$ cat config.mk
export PLATFORM = sky130hd
export DESIGN_NAME = control_sequencer_flat
export DESIGN_NICKNAME = d
export VERILOG_FILES = /design/src/rtl/ctrl_pkg.sv /design/src/rtl/control_sequencer_if.sv /design/src/rtl/mem_wait_timer.sv /design/src/rtl/control_sequencer.sv /design/src/flat_wrapper.sv
export SDC_FILE = /design/constraint.sdc
export NUM_CORES = 1
export LEC_CHECK = 0
export ABC_AREA = 1
export BUFFER_PORTS_ARGS = -buffer_cell sky130_fd_sc_hd__buf_2
export CAP_MARGIN = 25
export CORE_MARGIN = 5
export CORE_UTILIZATION = 25
export CTS_CLUSTER_SIZE = 10
export DETAILED_ROUTE_END_ITERATION = 8
export GPL_TIMING_DRIVEN = 0
export PLACE_DENSITY_LB_ADDON = 0.3
export SYNTH_ARGS = -nofsm -noshare
export SYNTH_HDL_FRONTEND = slang
export SYNTH_SLANG_ARGS = --single-unit
$ cat constraint.sdc
create_clock -name Clock -period 4.2 [get_ports Clock]
set_input_delay 0.42 -clock Clock [delete_from_list [all_inputs] [get_ports Clock]]
set_output_delay 0.42 -clock Clock [all_outputs]
set_load 0.02 [all_outputs]
$ cat src/rtl/ctrl_pkg.sv
// Shared opcode, ALU-operation, FSM state and control-word definitions
// for the control sequencer and its sub-blocks.
package ctrl_pkg;

    localparam int unsigned IR_W  = 32;
    localparam int unsigned OP_W  = 5;
    localparam int unsigned ALU_W = 4;

    typedef logic [OP_W-1:0] opcode_t;

    localparam opcode_t OP_LD   = 5'b00000;
    localparam opcode_t OP_ST   = 5'b00010;
    localparam opcode_t OP_ADD  = 5'b00011;
    localparam opcode_t OP_SUB  = 5'b00100;
    localparam opcode_t OP_AND  = 5'b00101;
    localparam opcode_t OP_OR   = 5'b00110;
    localparam opcode_t OP_ADDI = 5'b01100;
    localparam opcode_t OP_MUL  = 5'b01111;
    localparam opcode_t OP_DIV  = 5'b10000;
    localparam opcode_t OP_BR   = 5'b10010;
    localparam opcode_t OP_NOP  = 5'b11010;
    localparam opcode_t OP_HALT = 5'b11011;

    typedef enum logic [ALU_W-1:0] {
        ALU_ADD = 4'd0,
        ALU_SUB = 4'd1,
        ALU_AND = 4'd2,
        ALU_OR  = 4'd3,
        ALU_MUL = 4'd4,
        ALU_DIV = 4'd5
    } alu_op_t;

    typedef enum logic [3:0] {
        S_RST, S_T0, S_T1, S_T1W, S_T2, S_T3, S_T4, S_T5, S_T6, S_T7, S_HALT, S_FAULT
    } state_t;

    // Instruction families that share one execute sequence
    typedef enum logic [3:0] {
        C_ALU, C_ADDI, C_LD, C_ST, C_BR, C_NOP, C_HALT, C_MULDIV, C_ILLEGAL
    } op_class_t;

    typedef struct packed {
        logic    pc_out;
        logic    zhi_out;
        logic    zlow_out;
        logic    mdr_out;
        logic    c_out;
        logic    ba_out;
        logic    r_out;
        logic    mar_in;
        logic    z_in;
        logic    pc_in;
        logic    mdr_in;
        logic    ir_in;
        logic    y_in;
        logic    hi_in;
        logic    lo_in;
        logic    r_in;
        logic    con_in;
        logic    gra;
        logic    grb;
        logic    grc;
        logic    inc_pc;
        logic    read;
        logic    write;
        alu_op_t alu_op;
        logic    run;
        logic    fault;
        logic    illegal_op;
    } ctrl_t;

    function automatic alu_op_t alu_for_op(input opcode_t op);
        case (op)
            OP_SUB:  return ALU_SUB;
            OP_AND:  return ALU_AND;
            OP_OR:   return ALU_OR;
            OP_MUL:  return ALU_MUL;
            OP_DIV:  return ALU_DIV;
            default: return ALU_ADD;
        endcase
    endfunction

endpackage

$ cat src/rtl/control_sequencer_if.sv
// Sequencer <-> datapath control bus: datapath status in, strobes and selects out.
interface control_sequencer_if;
    import ctrl_pkg::*;

    logic [IR_W-1:0]  IR;
    logic             CON;
    logic             MemReady;

    logic             PCout, Zhiout, Zlowout, MDRout, Cout, BAout, Rout;
    logic             MARin, Zin, PCin, MDRin, IRin, Yin, HIin, LOin, Rin, CONIn;
    logic             Gra, Grb, Grc;
    logic             IncPC, Read, Write;
    logic [ALU_W-1:0] AluOp;
    logic             Run, Fault, IllegalOp;

    modport master (
        input  IR, CON, MemReady,
        output PCout, Zhiout, Zlowout, MDRout, Cout, BAout, Rout,
        output MARin, Zin, PCin, MDRin, IRin, Yin, HIin, LOin, Rin, CONIn,
        output Gra, Grb, Grc, IncPC, Read, Write, AluOp, Run, Fault, IllegalOp
    );

    modport slave (
        output IR, CON, MemReady,
        input  PCout, Zhiout, Zlowout, MDRout, Cout, BAout, Rout,
        input  MARin, Zin, PCin, MDRin, IRin, Yin, HIin, LOin, Rin, CONIn,
        input  Gra, Grb, Grc, IncPC, Read, Write, AluOp, Run, Fault, IllegalOp
    );

endinterface

$ cat src/rtl/mem_wait_timer.sv
// Counts memory-wait cycles; expired flags the last permitted cycle that
// MemReady is still low so the sequencer can divert to FAULT on that edge.
module mem_wait_timer #(
    parameter int unsigned LIMIT = 15
) (
    input  logic clk,
    input  logic rst,
    input  logic clear,
    input  logic enable,
    output logic expired
);

    localparam int unsigned CNT_W = $clog2(LIMIT + 1);

    logic [CNT_W-1:0] count;

    always_ff @(posedge clk or posedge rst) begin
        if (rst) begin
            count <= '0;
        end else if (clear) begin
            count <= '0;
        end else if (enable && count != CNT_W'(LIMIT)) begin
            count <= count + CNT_W'(1);
        end
    end

    assign expired = enable && (count == CNT_W'(LIMIT - 1));

endmodule

$ cat src/rtl/control_sequencer.sv
// Hard-wired fetch/execute control sequencer with memory-wait timeout.
// Define CTRL_MULDIV_EN to add the mul/div execute sequences (HI/LO results).
module control_sequencer
    import ctrl_pkg::*;
#(
    parameter int unsigned MEM_TIMEOUT = 15
) (
    input  logic                Clock,
    input  logic                Clear,
    control_sequencer_if.master bus
);

    state_t    state;
    op_class_t op_class;
    opcode_t   opcode;
    ctrl_t     ctl;
    logic      mem_wait;
    logic      wait_clear;
    logic      wait_en;
    logic      expired;

    assign opcode = bus.IR[IR_W-1 -: OP_W];

    logic unused_ir;
    assign unused_ir = ^bus.IR[IR_W-OP_W-1:0];

    always_comb begin
        op_class = C_ILLEGAL;
        case (opcode)
            OP_ADD, OP_SUB, OP_AND, OP_OR: op_class = C_ALU;
            OP_ADDI:                       op_class = C_ADDI;
            OP_LD:                         op_class = C_LD;
            OP_ST:                         op_class = C_ST;
            OP_BR:                         op_class = C_BR;
            OP_NOP:                        op_class = C_NOP;
            OP_HALT:                       op_class = C_HALT;
`ifdef CTRL_MULDIV_EN
            OP_MUL, OP_DIV:                op_class = C_MULDIV;
`endif
            default:                       op_class = C_ILLEGAL;
        endcase
    end

    // Fetch read (T1/T1W) is one wait window; ld T6 and st T7 are the others
    always_comb begin
        mem_wait = 1'b0;
        case (state)
            S_T1, S_T1W: mem_wait = 1'b1;
            S_T6:        mem_wait = (op_class == C_LD);
            S_T7:        mem_wait = (op_class == C_ST);
            default:     mem_wait = 1'b0;
        endcase
    end

    assign wait_clear = !mem_wait;
    assign wait_en    = mem_wait && !bus.MemReady;

    mem_wait_timer #(
        .LIMIT (MEM_TIMEOUT)
    ) u_wait_timer (
        .clk     (Clock),
        .rst     (Clear),
        .clear   (wait_clear),
        .enable  (wait_en),
        .expired (expired)
    );

    // MemReady is tested before expired so a late ready still completes
    always_ff @(posedge Clock or posedge Clear) begin
        if (Clear) begin
            state <= S_RST;
        end else begin
            case (state)
                S_RST: state <= S_T0;
                S_T0:  state <= S_T1;
                S_T1, S_T1W: begin
                    if (bus.MemReady)  state <= S_T2;
                    else if (expired)  state <= S_FAULT;
                    else               state <= S_T1W;
                end
                S_T2:  state <= S_T3;
                S_T3: begin
                    case (op_class)
                        C_HALT:           state <= S_HALT;
                        C_NOP, C_ILLEGAL: state <= S_T0;
                        default:          state <= S_T4;
                    endcase
                end
                S_T4:  state <= S_T5;
                S_T5: begin
                    case (op_class)
                        C_ALU, C_ADDI: state <= S_T0;
                        default:       state <= S_T6;
                    endcase
                end
                S_T6: begin
                    case (op_class)
                        C_LD: begin
                            if (bus.MemReady) state <= S_T7;
                            else if (expired) state <= S_FAULT;
                        end
                        C_ST:    state <= S_T7;
                        default: state <= S_T0;
                    endcase
                end
                S_T7: begin
                    case (op_class)
                        C_ST: begin
                            if (bus.MemReady) state <= S_T0;
                            else if (expired) state <= S_FAULT;
                        end
                        default: state <= S_T0;
                    endcase
                end
                S_HALT:  state <= S_HALT;
                S_FAULT: state <= S_FAULT;
                default: state <= S_RST;
            endcase
        end
    end

    // Moore decode of state and opcode into the control word
    always_comb begin
        ctl        = '0;
        ctl.alu_op = ALU_ADD;
        ctl.run    = !(state inside {S_RST, S_HALT, S_FAULT});
        case (state)
            S_T0: begin
                ctl.pc_out = 1'b1;
                ctl.mar_in = 1'b1;
                ctl.inc_pc = 1'b1;
                ctl.z_in   = 1'b1;
            end
            S_T1: begin
                ctl.zlow_out = 1'b1;
                ctl.pc_in    = 1'b1;
                ctl.read     = 1'b1;
                ctl.mdr_in   = 1'b1;
            end
            S_T1W: begin
                ctl.read   = 1'b1;
                ctl.mdr_in = 1'b1;
            end
            S_T2: begin
                ctl.mdr_out = 1'b1;
                ctl.ir_in   = 1'b1;
            end
            S_T3: begin
                case (op_class)
                    C_ALU, C_ADDI: begin
                        ctl.grb   = 1'b1;
                        ctl.r_out = 1'b1;
                        ctl.y_in  = 1'b1;
                    end
                    C_LD, C_ST: begin
                        ctl.grb    = 1'b1;
                        ctl.ba_out = 1'b1;
                        ctl.y_in   = 1'b1;
                    end
                    C_BR: begin
                        ctl.gra    = 1'b1;
                        ctl.r_out  = 1'b1;
                        ctl.con_in = 1'b1;
                    end
                    C_MULDIV: begin
                        ctl.gra   = 1'b1;
                        ctl.r_out = 1'b1;
                        ctl.y_in  = 1'b1;
                    end
                    C_ILLEGAL: ctl.illegal_op = 1'b1;
                    default: ;
                endcase
            end
            S_T4: begin
                case (op_class)
                    C_ALU: begin
                        ctl.grc    = 1'b1;
                        ctl.r_out  = 1'b1;
                        ctl.alu_op = alu_for_op(opcode);
                        ctl.z_in   = 1'b1;
                    end
                    C_ADDI, C_LD, C_ST: begin
                        ctl.c_out = 1'b1;
                        ctl.z_in  = 1'b1;
                    end
                    C_BR: begin
                        ctl.pc_out = 1'b1;
                        ctl.y_in   = 1'b1;
                    end
                    C_MULDIV: begin
                        ctl.grb    = 1'b1;
                        ctl.r_out  = 1'b1;
                        ctl.alu_op = alu_for_op(opcode);
                        ctl.z_in   = 1'b1;
                    end
                    default: ;
                endcase
            end
            S_T5: begin
                case (op_class)
                    C_ALU, C_ADDI: begin
                        ctl.zlow_out = 1'b1;
                        ctl.gra      = 1'b1;
                        ctl.r_in     = 1'b1;
                    end
                    C_LD, C_ST: begin
                        ctl.zlow_out = 1'b1;
                        ctl.mar_in   = 1'b1;
                    end
                    C_BR: begin
                        ctl.c_out = 1'b1;
                        ctl.z_in  = 1'b1;
                    end
                    C_MULDIV: begin
                        ctl.zlow_out = 1'b1;
                        ctl.lo_in    = 1'b1;
                    end
                    default: ;
                endcase
            end
            S_T6: begin
                case (op_class)
                    C_LD: begin
                        ctl.read   = 1'b1;
                        ctl.mdr_in = 1'b1;
                    end
                    C_ST: begin
                        ctl.gra    = 1'b1;
                        ctl.r_out  = 1'b1;
                        ctl.mdr_in = 1'b1;
                    end
                    C_BR: begin
                        ctl.zlow_out = 1'b1;
                        ctl.pc_in    = bus.CON;
                    end
                    C_MULDIV: begin
                        ctl.zhi_out = 1'b1;
                        ctl.hi_in   = 1'b1;
                    end
                    default: ;
                endcase
            end
            S_T7: begin
                case (op_class)
                    C_LD: begin
                        ctl.mdr_out = 1'b1;
                        ctl.gra     = 1'b1;
                        ctl.r_in    = 1'b1;
                    end
                    C_ST:    ctl.write = 1'b1;
                    default: ;
                endcase
            end
            S_FAULT: ctl.fault = 1'b1;
            default: ;
        endcase
    end

    assign bus.PCout     = ctl.pc_out;
    assign bus.Zlowout   = ctl.zlow_out;
    assign bus.MDRout    = ctl.mdr_out;
    assign bus.Cout      = ctl.c_out;
    assign bus.BAout     = ctl.ba_out;
    assign bus.Rout      = ctl.r_out;
    assign bus.MARin     = ctl.mar_in;
    assign bus.Zin       = ctl.z_in;
    assign bus.PCin      = ctl.pc_in;
    assign bus.MDRin     = ctl.mdr_in;
    assign bus.IRin      = ctl.ir_in;
    assign bus.Yin       = ctl.y_in;
    assign bus.Rin       = ctl.r_in;
    assign bus.CONIn     = ctl.con_in;
    assign bus.Gra       = ctl.gra;
    assign bus.Grb       = ctl.grb;
    assign bus.Grc       = ctl.grc;
    assign bus.IncPC     = ctl.inc_pc;
    assign bus.Read      = ctl.read;
    assign bus.Write     = ctl.write;
    assign bus.AluOp     = ctl.alu_op;
    assign bus.Run       = ctl.run;
    assign bus.Fault     = ctl.fault;
    assign bus.IllegalOp = ctl.illegal_op;

`ifdef CTRL_MULDIV_EN
    assign bus.Zhiout = ctl.zhi_out;
    assign bus.HIin   = ctl.hi_in;
    assign bus.LOin   = ctl.lo_in;
`else
    assign bus.Zhiout = 1'b0;
    assign bus.HIin   = 1'b0;
    assign bus.LOin   = 1'b0;

    logic unused_muldiv;
    assign unused_muldiv = ^{ctl.zhi_out, ctl.hi_in, ctl.lo_in};
`endif

endmodule
$ cat src/flat_wrapper.sv
// flat-port wrapper written by rule: the top's interface ports become plain ports
module control_sequencer_flat import ctrl_pkg::*;
#(
    parameter int unsigned MEM_TIMEOUT = 15
)
  (Clock, Clear, bus_IR, bus_CON, bus_MemReady, bus_PCout, bus_Zhiout, bus_Zlowout, bus_MDRout, bus_Cout, bus_BAout, bus_Rout, bus_MARin, bus_Zin, bus_PCin, bus_MDRin, bus_IRin, bus_Yin, bus_HIin, bus_LOin, bus_Rin, bus_CONIn, bus_Gra, bus_Grb, bus_Grc, bus_IncPC, bus_Read, bus_Write, bus_AluOp, bus_Run, bus_Fault, bus_IllegalOp);
  control_sequencer_if bus_i ();
  input  logic Clock;
  input  logic Clear;
  input wire logic [$bits(bus_i.IR)-1:0] bus_IR;
  input wire logic [$bits(bus_i.CON)-1:0] bus_CON;
  input wire logic [$bits(bus_i.MemReady)-1:0] bus_MemReady;
  output wire logic [$bits(bus_i.PCout)-1:0] bus_PCout;
  output wire logic [$bits(bus_i.Zhiout)-1:0] bus_Zhiout;
  output wire logic [$bits(bus_i.Zlowout)-1:0] bus_Zlowout;
  output wire logic [$bits(bus_i.MDRout)-1:0] bus_MDRout;
  output wire logic [$bits(bus_i.Cout)-1:0] bus_Cout;
  output wire logic [$bits(bus_i.BAout)-1:0] bus_BAout;
  output wire logic [$bits(bus_i.Rout)-1:0] bus_Rout;
  output wire logic [$bits(bus_i.MARin)-1:0] bus_MARin;
  output wire logic [$bits(bus_i.Zin)-1:0] bus_Zin;
  output wire logic [$bits(bus_i.PCin)-1:0] bus_PCin;
  output wire logic [$bits(bus_i.MDRin)-1:0] bus_MDRin;
  output wire logic [$bits(bus_i.IRin)-1:0] bus_IRin;
  output wire logic [$bits(bus_i.Yin)-1:0] bus_Yin;
  output wire logic [$bits(bus_i.HIin)-1:0] bus_HIin;
  output wire logic [$bits(bus_i.LOin)-1:0] bus_LOin;
  output wire logic [$bits(bus_i.Rin)-1:0] bus_Rin;
  output wire logic [$bits(bus_i.CONIn)-1:0] bus_CONIn;
  output wire logic [$bits(bus_i.Gra)-1:0] bus_Gra;
  output wire logic [$bits(bus_i.Grb)-1:0] bus_Grb;
  output wire logic [$bits(bus_i.Grc)-1:0] bus_Grc;
  output wire logic [$bits(bus_i.IncPC)-1:0] bus_IncPC;
  output wire logic [$bits(bus_i.Read)-1:0] bus_Read;
  output wire logic [$bits(bus_i.Write)-1:0] bus_Write;
  output wire logic [$bits(bus_i.AluOp)-1:0] bus_AluOp;
  output wire logic [$bits(bus_i.Run)-1:0] bus_Run;
  output wire logic [$bits(bus_i.Fault)-1:0] bus_Fault;
  output wire logic [$bits(bus_i.IllegalOp)-1:0] bus_IllegalOp;
  assign bus_i.IR = bus_IR;
  assign bus_i.CON = bus_CON;
  assign bus_i.MemReady = bus_MemReady;
  assign bus_PCout = bus_i.PCout;
  assign bus_Zhiout = bus_i.Zhiout;
  assign bus_Zlowout = bus_i.Zlowout;
  assign bus_MDRout = bus_i.MDRout;
  assign bus_Cout = bus_i.Cout;
  assign bus_BAout = bus_i.BAout;
  assign bus_Rout = bus_i.Rout;
  assign bus_MARin = bus_i.MARin;
  assign bus_Zin = bus_i.Zin;
  assign bus_PCin = bus_i.PCin;
  assign bus_MDRin = bus_i.MDRin;
  assign bus_IRin = bus_i.IRin;
  assign bus_Yin = bus_i.Yin;
  assign bus_HIin = bus_i.HIin;
  assign bus_LOin = bus_i.LOin;
  assign bus_Rin = bus_i.Rin;
  assign bus_CONIn = bus_i.CONIn;
  assign bus_Gra = bus_i.Gra;
  assign bus_Grb = bus_i.Grb;
  assign bus_Grc = bus_i.Grc;
  assign bus_IncPC = bus_i.IncPC;
  assign bus_Read = bus_i.Read;
  assign bus_Write = bus_i.Write;
  assign bus_AluOp = bus_i.AluOp;
  assign bus_Run = bus_i.Run;
  assign bus_Fault = bus_i.Fault;
  assign bus_IllegalOp = bus_i.IllegalOp;
  control_sequencer #(.MEM_TIMEOUT(MEM_TIMEOUT)) u_core (.Clock(Clock), .Clear(Clear), .bus(bus_i));
endmodule
==> run summary <==
STA
--------------------------------------------------------------------------------------
Total negative setup slack ..............................................         0 ps
Slew Limit Fails ........................................................            0
Number of failing setup endpoints in the final timing report ............            0
Final Cycle Share .......................................................        0.531
Setup repair after global routing missed its margin .....................           no
Final-report hold violation count .......................................            0
Fin Clk Skew ............................................................      2.20 ps
Timing-limited maximum frequency ........................................      448 MHz
Worst hold slack ........................................................       128 ps
Final Critical Period ...................................................      2230 ps

DRT
--------------------------------------------------------------------------------------
Total vias in the final route ...........................................        1,220
Routed wire length ......................................................      3000 µm
Vias per Instance .......................................................         4.44
Post-route DRC violation count ..........................................            0
Initial detailed-routing violation count ................................          110
DRT Pass-1 Iters ........................................................            4
WL per Instance .........................................................      10.9 µm
Number of antenna-violating nets in the routed design ...................            0

CTS
--------------------------------------------------------------------------------------
# H-tree levels .........................................................            1
Clock tree from TritonCTS ...............................................          yes
Cell at the root of the clock tree ...................................... sky130_fd_sc_hd__clkbuf_8
Clock latency of the later-clocked register in the worst-skew pair ......       230 ps
# hold bufs at CTS ......................................................            0
Worst-path clk slew .....................................................        40 ps
CTS buffer count ........................................................            3
Buffer levels on the longest clock path .................................            2
Post-CTS Setup Repair Bufs ..............................................            0
Number of instances resized during post-cts repair ......................            0
Sink Count ..............................................................            8

SYNTHESIS
--------------------------------------------------------------------------------------
Synth top cells by count ................................................ sky130_fd_sc_hd__nand2_1, sky130_fd_sc_hd__inv_1, sky130_fd_sc_hd__nor2_1, sky130_fd_sc_hd__nand3_1, sky130_fd_sc_hd__inv_2
Ys async rst share ......................................................         1.00
Post-Syn Area per Cell ..................................................     5.99 µm²
Count of flip-flops with a built-in enable after synthesis ..............            0
Number of instances in the synthesized netlist ..........................          183
Number of distinct standard cells referenced by the synthesized netlist .           31
Most frequently used cell type in the post-synthesis netlist ............ sky130_fd_sc_hd__nand2_1
Yosys warnings ..........................................................            0
Library cell occupying the most area in the post-synthesis netlist ...... sky130_fd_sc_hd__dfrtp_1
Combined area of all synthesized cells ..................................     1100 µm²
Primary flip-flop cell chosen by synthesis mapping ...................... sky130_fd_sc_hd__dfrtp_1
Seq cells post-synth ....................................................            8
Sequential area share after synthesis ...................................        0.183
Most area-consuming cells after synthesis ............................... sky130_fd_sc_hd__dfrtp_1, sky130_fd_sc_hd__nand2_1, sky130_fd_sc_hd__inv_1
Share of the synthesized area in the top cell type ......................        0.183

GLOBAL ROUTE
--------------------------------------------------------------------------------------
GRT Resource Usage Total ................................................        0.102
GRT Residual Overflow ...................................................            0
Vias in the first global route ..........................................        1,128
First-pass GRT wire length ..............................................      5120 µm
Initial antenna violation count .........................................            0
Pin count of the biggest net entering global routing ....................            9

FLOW RUN
--------------------------------------------------------------------------------------
Max cap viols ...........................................................            0

WORST SETUP PATH
--------------------------------------------------------------------------------------
Type of element capturing the critical path .............................   output pin
WP data arrival .........................................................      1810 ps
Worst path required time ................................................      3780 ps
Highest fanout seen on the critical path ................................            4
Setup CP Type ........................................................... flop to output pin
Startpoint types ........................................................         flop

DIE
--------------------------------------------------------------------------------------
Floorplan die width .....................................................      76.2 µm
Number of I/O pins ......................................................           66
Core box area ...........................................................     4290 µm²
Initial cell density of the core ........................................        0.255
Total Die Area ..........................................................     5810 µm²
Die Y-Extent ............................................................      76.2 µm
Row Count ...............................................................           24

CELLS AND AREA
--------------------------------------------------------------------------------------
Proportion of layout cells with a drive suffix above 1 ..................        0.287
Non-filler instance count after layout ..................................          275
N_diodes ................................................................            0
Count of nets after finishing ...........................................          263
Area growth syn-to-layout ...............................................        26.1%

RUN STATUS
--------------------------------------------------------------------------------------
Run status ..............................................................    completed

POWER AND IR DROP
--------------------------------------------------------------------------------------
Peak supply drop ........................................................       136 µV
Total internal power ....................................................       289 µW
Power density of the placed cells .......................................   448 nW/µm²
P_sw ....................................................................       330 µW
Static leakage power ....................................................     0.797 nW
Fraction of power consumed by sequential logic ..........................        0.205
Portion of total power attributed to combinational logic ................        0.648
Part of the power in the clock network ..................................        0.148
Net Sw Frac .............................................................        0.533

HOLD PATH
--------------------------------------------------------------------------------------
Min-delay worst type .................................................... primary input to async pin

PLACE
--------------------------------------------------------------------------------------
Buffers on Ports ........................................................           33
Post-DP HPWL ............................................................      2540 µm
Final weighted congestion of routability-driven global placement ........        0.847
Instance count after placement with tap cells included ..................          272

## registers in the layout, indices dropped and copies added (netlist names)
signal	cells
u_core.state	4
u_core.u_wait_timer.count	4
## per-stage QoR
stage | util | power, mW | setup WS, ps | area, µm²
2_1_floorplan | - | 0.413 | 2150 | 1110
3_3_place_gp | 0.312 | 0.534 | 2060 | 1340
3_5_place_dp | 0.312 | 0.532 | 2060 | 1340
4_1_cts | 0.322 | 0.625 | 1960 | 1380
5_1_grt | 0.322 | 0.675 | 1770 | 1380
6_report | 0.322 | 0.620 | 1970 | 1380
## per-layer routing
| metal | vias up | share of wire | global-route usage |
|---|---|---|---|
| met5 | - | 0 | 0 |
| li1 | 656 | - | - |
| met4 | 0 | 0.012 | 0.0367 |
| met1 | 534 | 0.45 | 0.133 |
| met2 | 26 | 0.50 | 0.167 |
| met3 | 4 | 0.041 | 0.0165 |
## cell usage in the layout (no fill, tap or decap), drive strengths merged, types with 2 or more instances in the layout
| cell | n |
|---|---|
| dfrtp | 8 |
| inv | 38 |
| a21oi | 6 |
| nand3 | 21 |
| clkbuf | 3 |
| nor2 | 27 |
| ha | 2 |
| nand4 | 7 |
| buf | 38 |
| nor3 | 2 |
| conb | 5 |
| o21ai | 13 |
| nand2 | 43 |
## final cells by class
type | instances | area [µm²]
buffer | 5 | 37.5
clock buffer | 3 | 41.3
multi-input combinational | 136 | 731
inverter | 38 | 143
timing repair buffer | 33 | 165
fill | 495 | 2910
tap | 52 | 65.1
sequential | 8 | 200
## power groups by stage
stage          logic [mW]  registers [mW]  clock network, mW
2_1_floorplan       0.293           0.121                  0
3_3_place_gp        0.406           0.128                  0
3_5_place_dp        0.404           0.128                  0
4_1_cts             0.406           0.127             0.0927
5_1_grt             0.449           0.131             0.0955
6_report            0.401           0.127             0.0915
## final timing paths
check	start	end	slack (ps)	cells past startpoint
worst max-delay path	u_core.state[3]	bus_Rout	1970	12
worst min-delay path	Clear	u_core.u_wait_timer.count[1]	130	2
worst max register to register	u_core.state[1]	u_core.u_wait_timer.count[0]	2460	10
worst min register to register	u_core.u_wait_timer.count[0]	u_core.u_wait_timer.count[0]	540	1
max in group asynchronous	Clear	u_core.state[2]	3840	2
min in group Clock	bus_MemReady	u_core.state[1]	530	4
## cells by family after synthesis
logic type,count (synthesis),synth area share
AO/OA/AOI/OAI,24,0.122
adder cells (fa/ha/maj),2,0.0228
flip-flops,8,0.183
other,1,0.00342
AND/OR/NAND/NOR,103,0.489
XOR/XNOR,2,0.0160
buffers and inverters,43,0.164
## worst max-delay path: stages, from the launching register on
cell	delay, ps
sky130_fd_sc_hd__dfrtp_1	400
sky130_fd_sc_hd__nor2_1	110
sky130_fd_sc_hd__inv_1	70
sky130_fd_sc_hd__nor2_1	120
sky130_fd_sc_hd__inv_1	110
sky130_fd_sc_hd__nor2_1	90
sky130_fd_sc_hd__inv_1	90
sky130_fd_sc_hd__nor2_1	140
sky130_fd_sc_hd__nand2_1	130
sky130_fd_sc_hd__inv_2	70
sky130_fd_sc_hd__a21oi_1	40
sky130_fd_sc_hd__nand2_1	70
sky130_fd_sc_hd__buf_2	150
No activity file was read; power rests on OpenSTA's default activity.
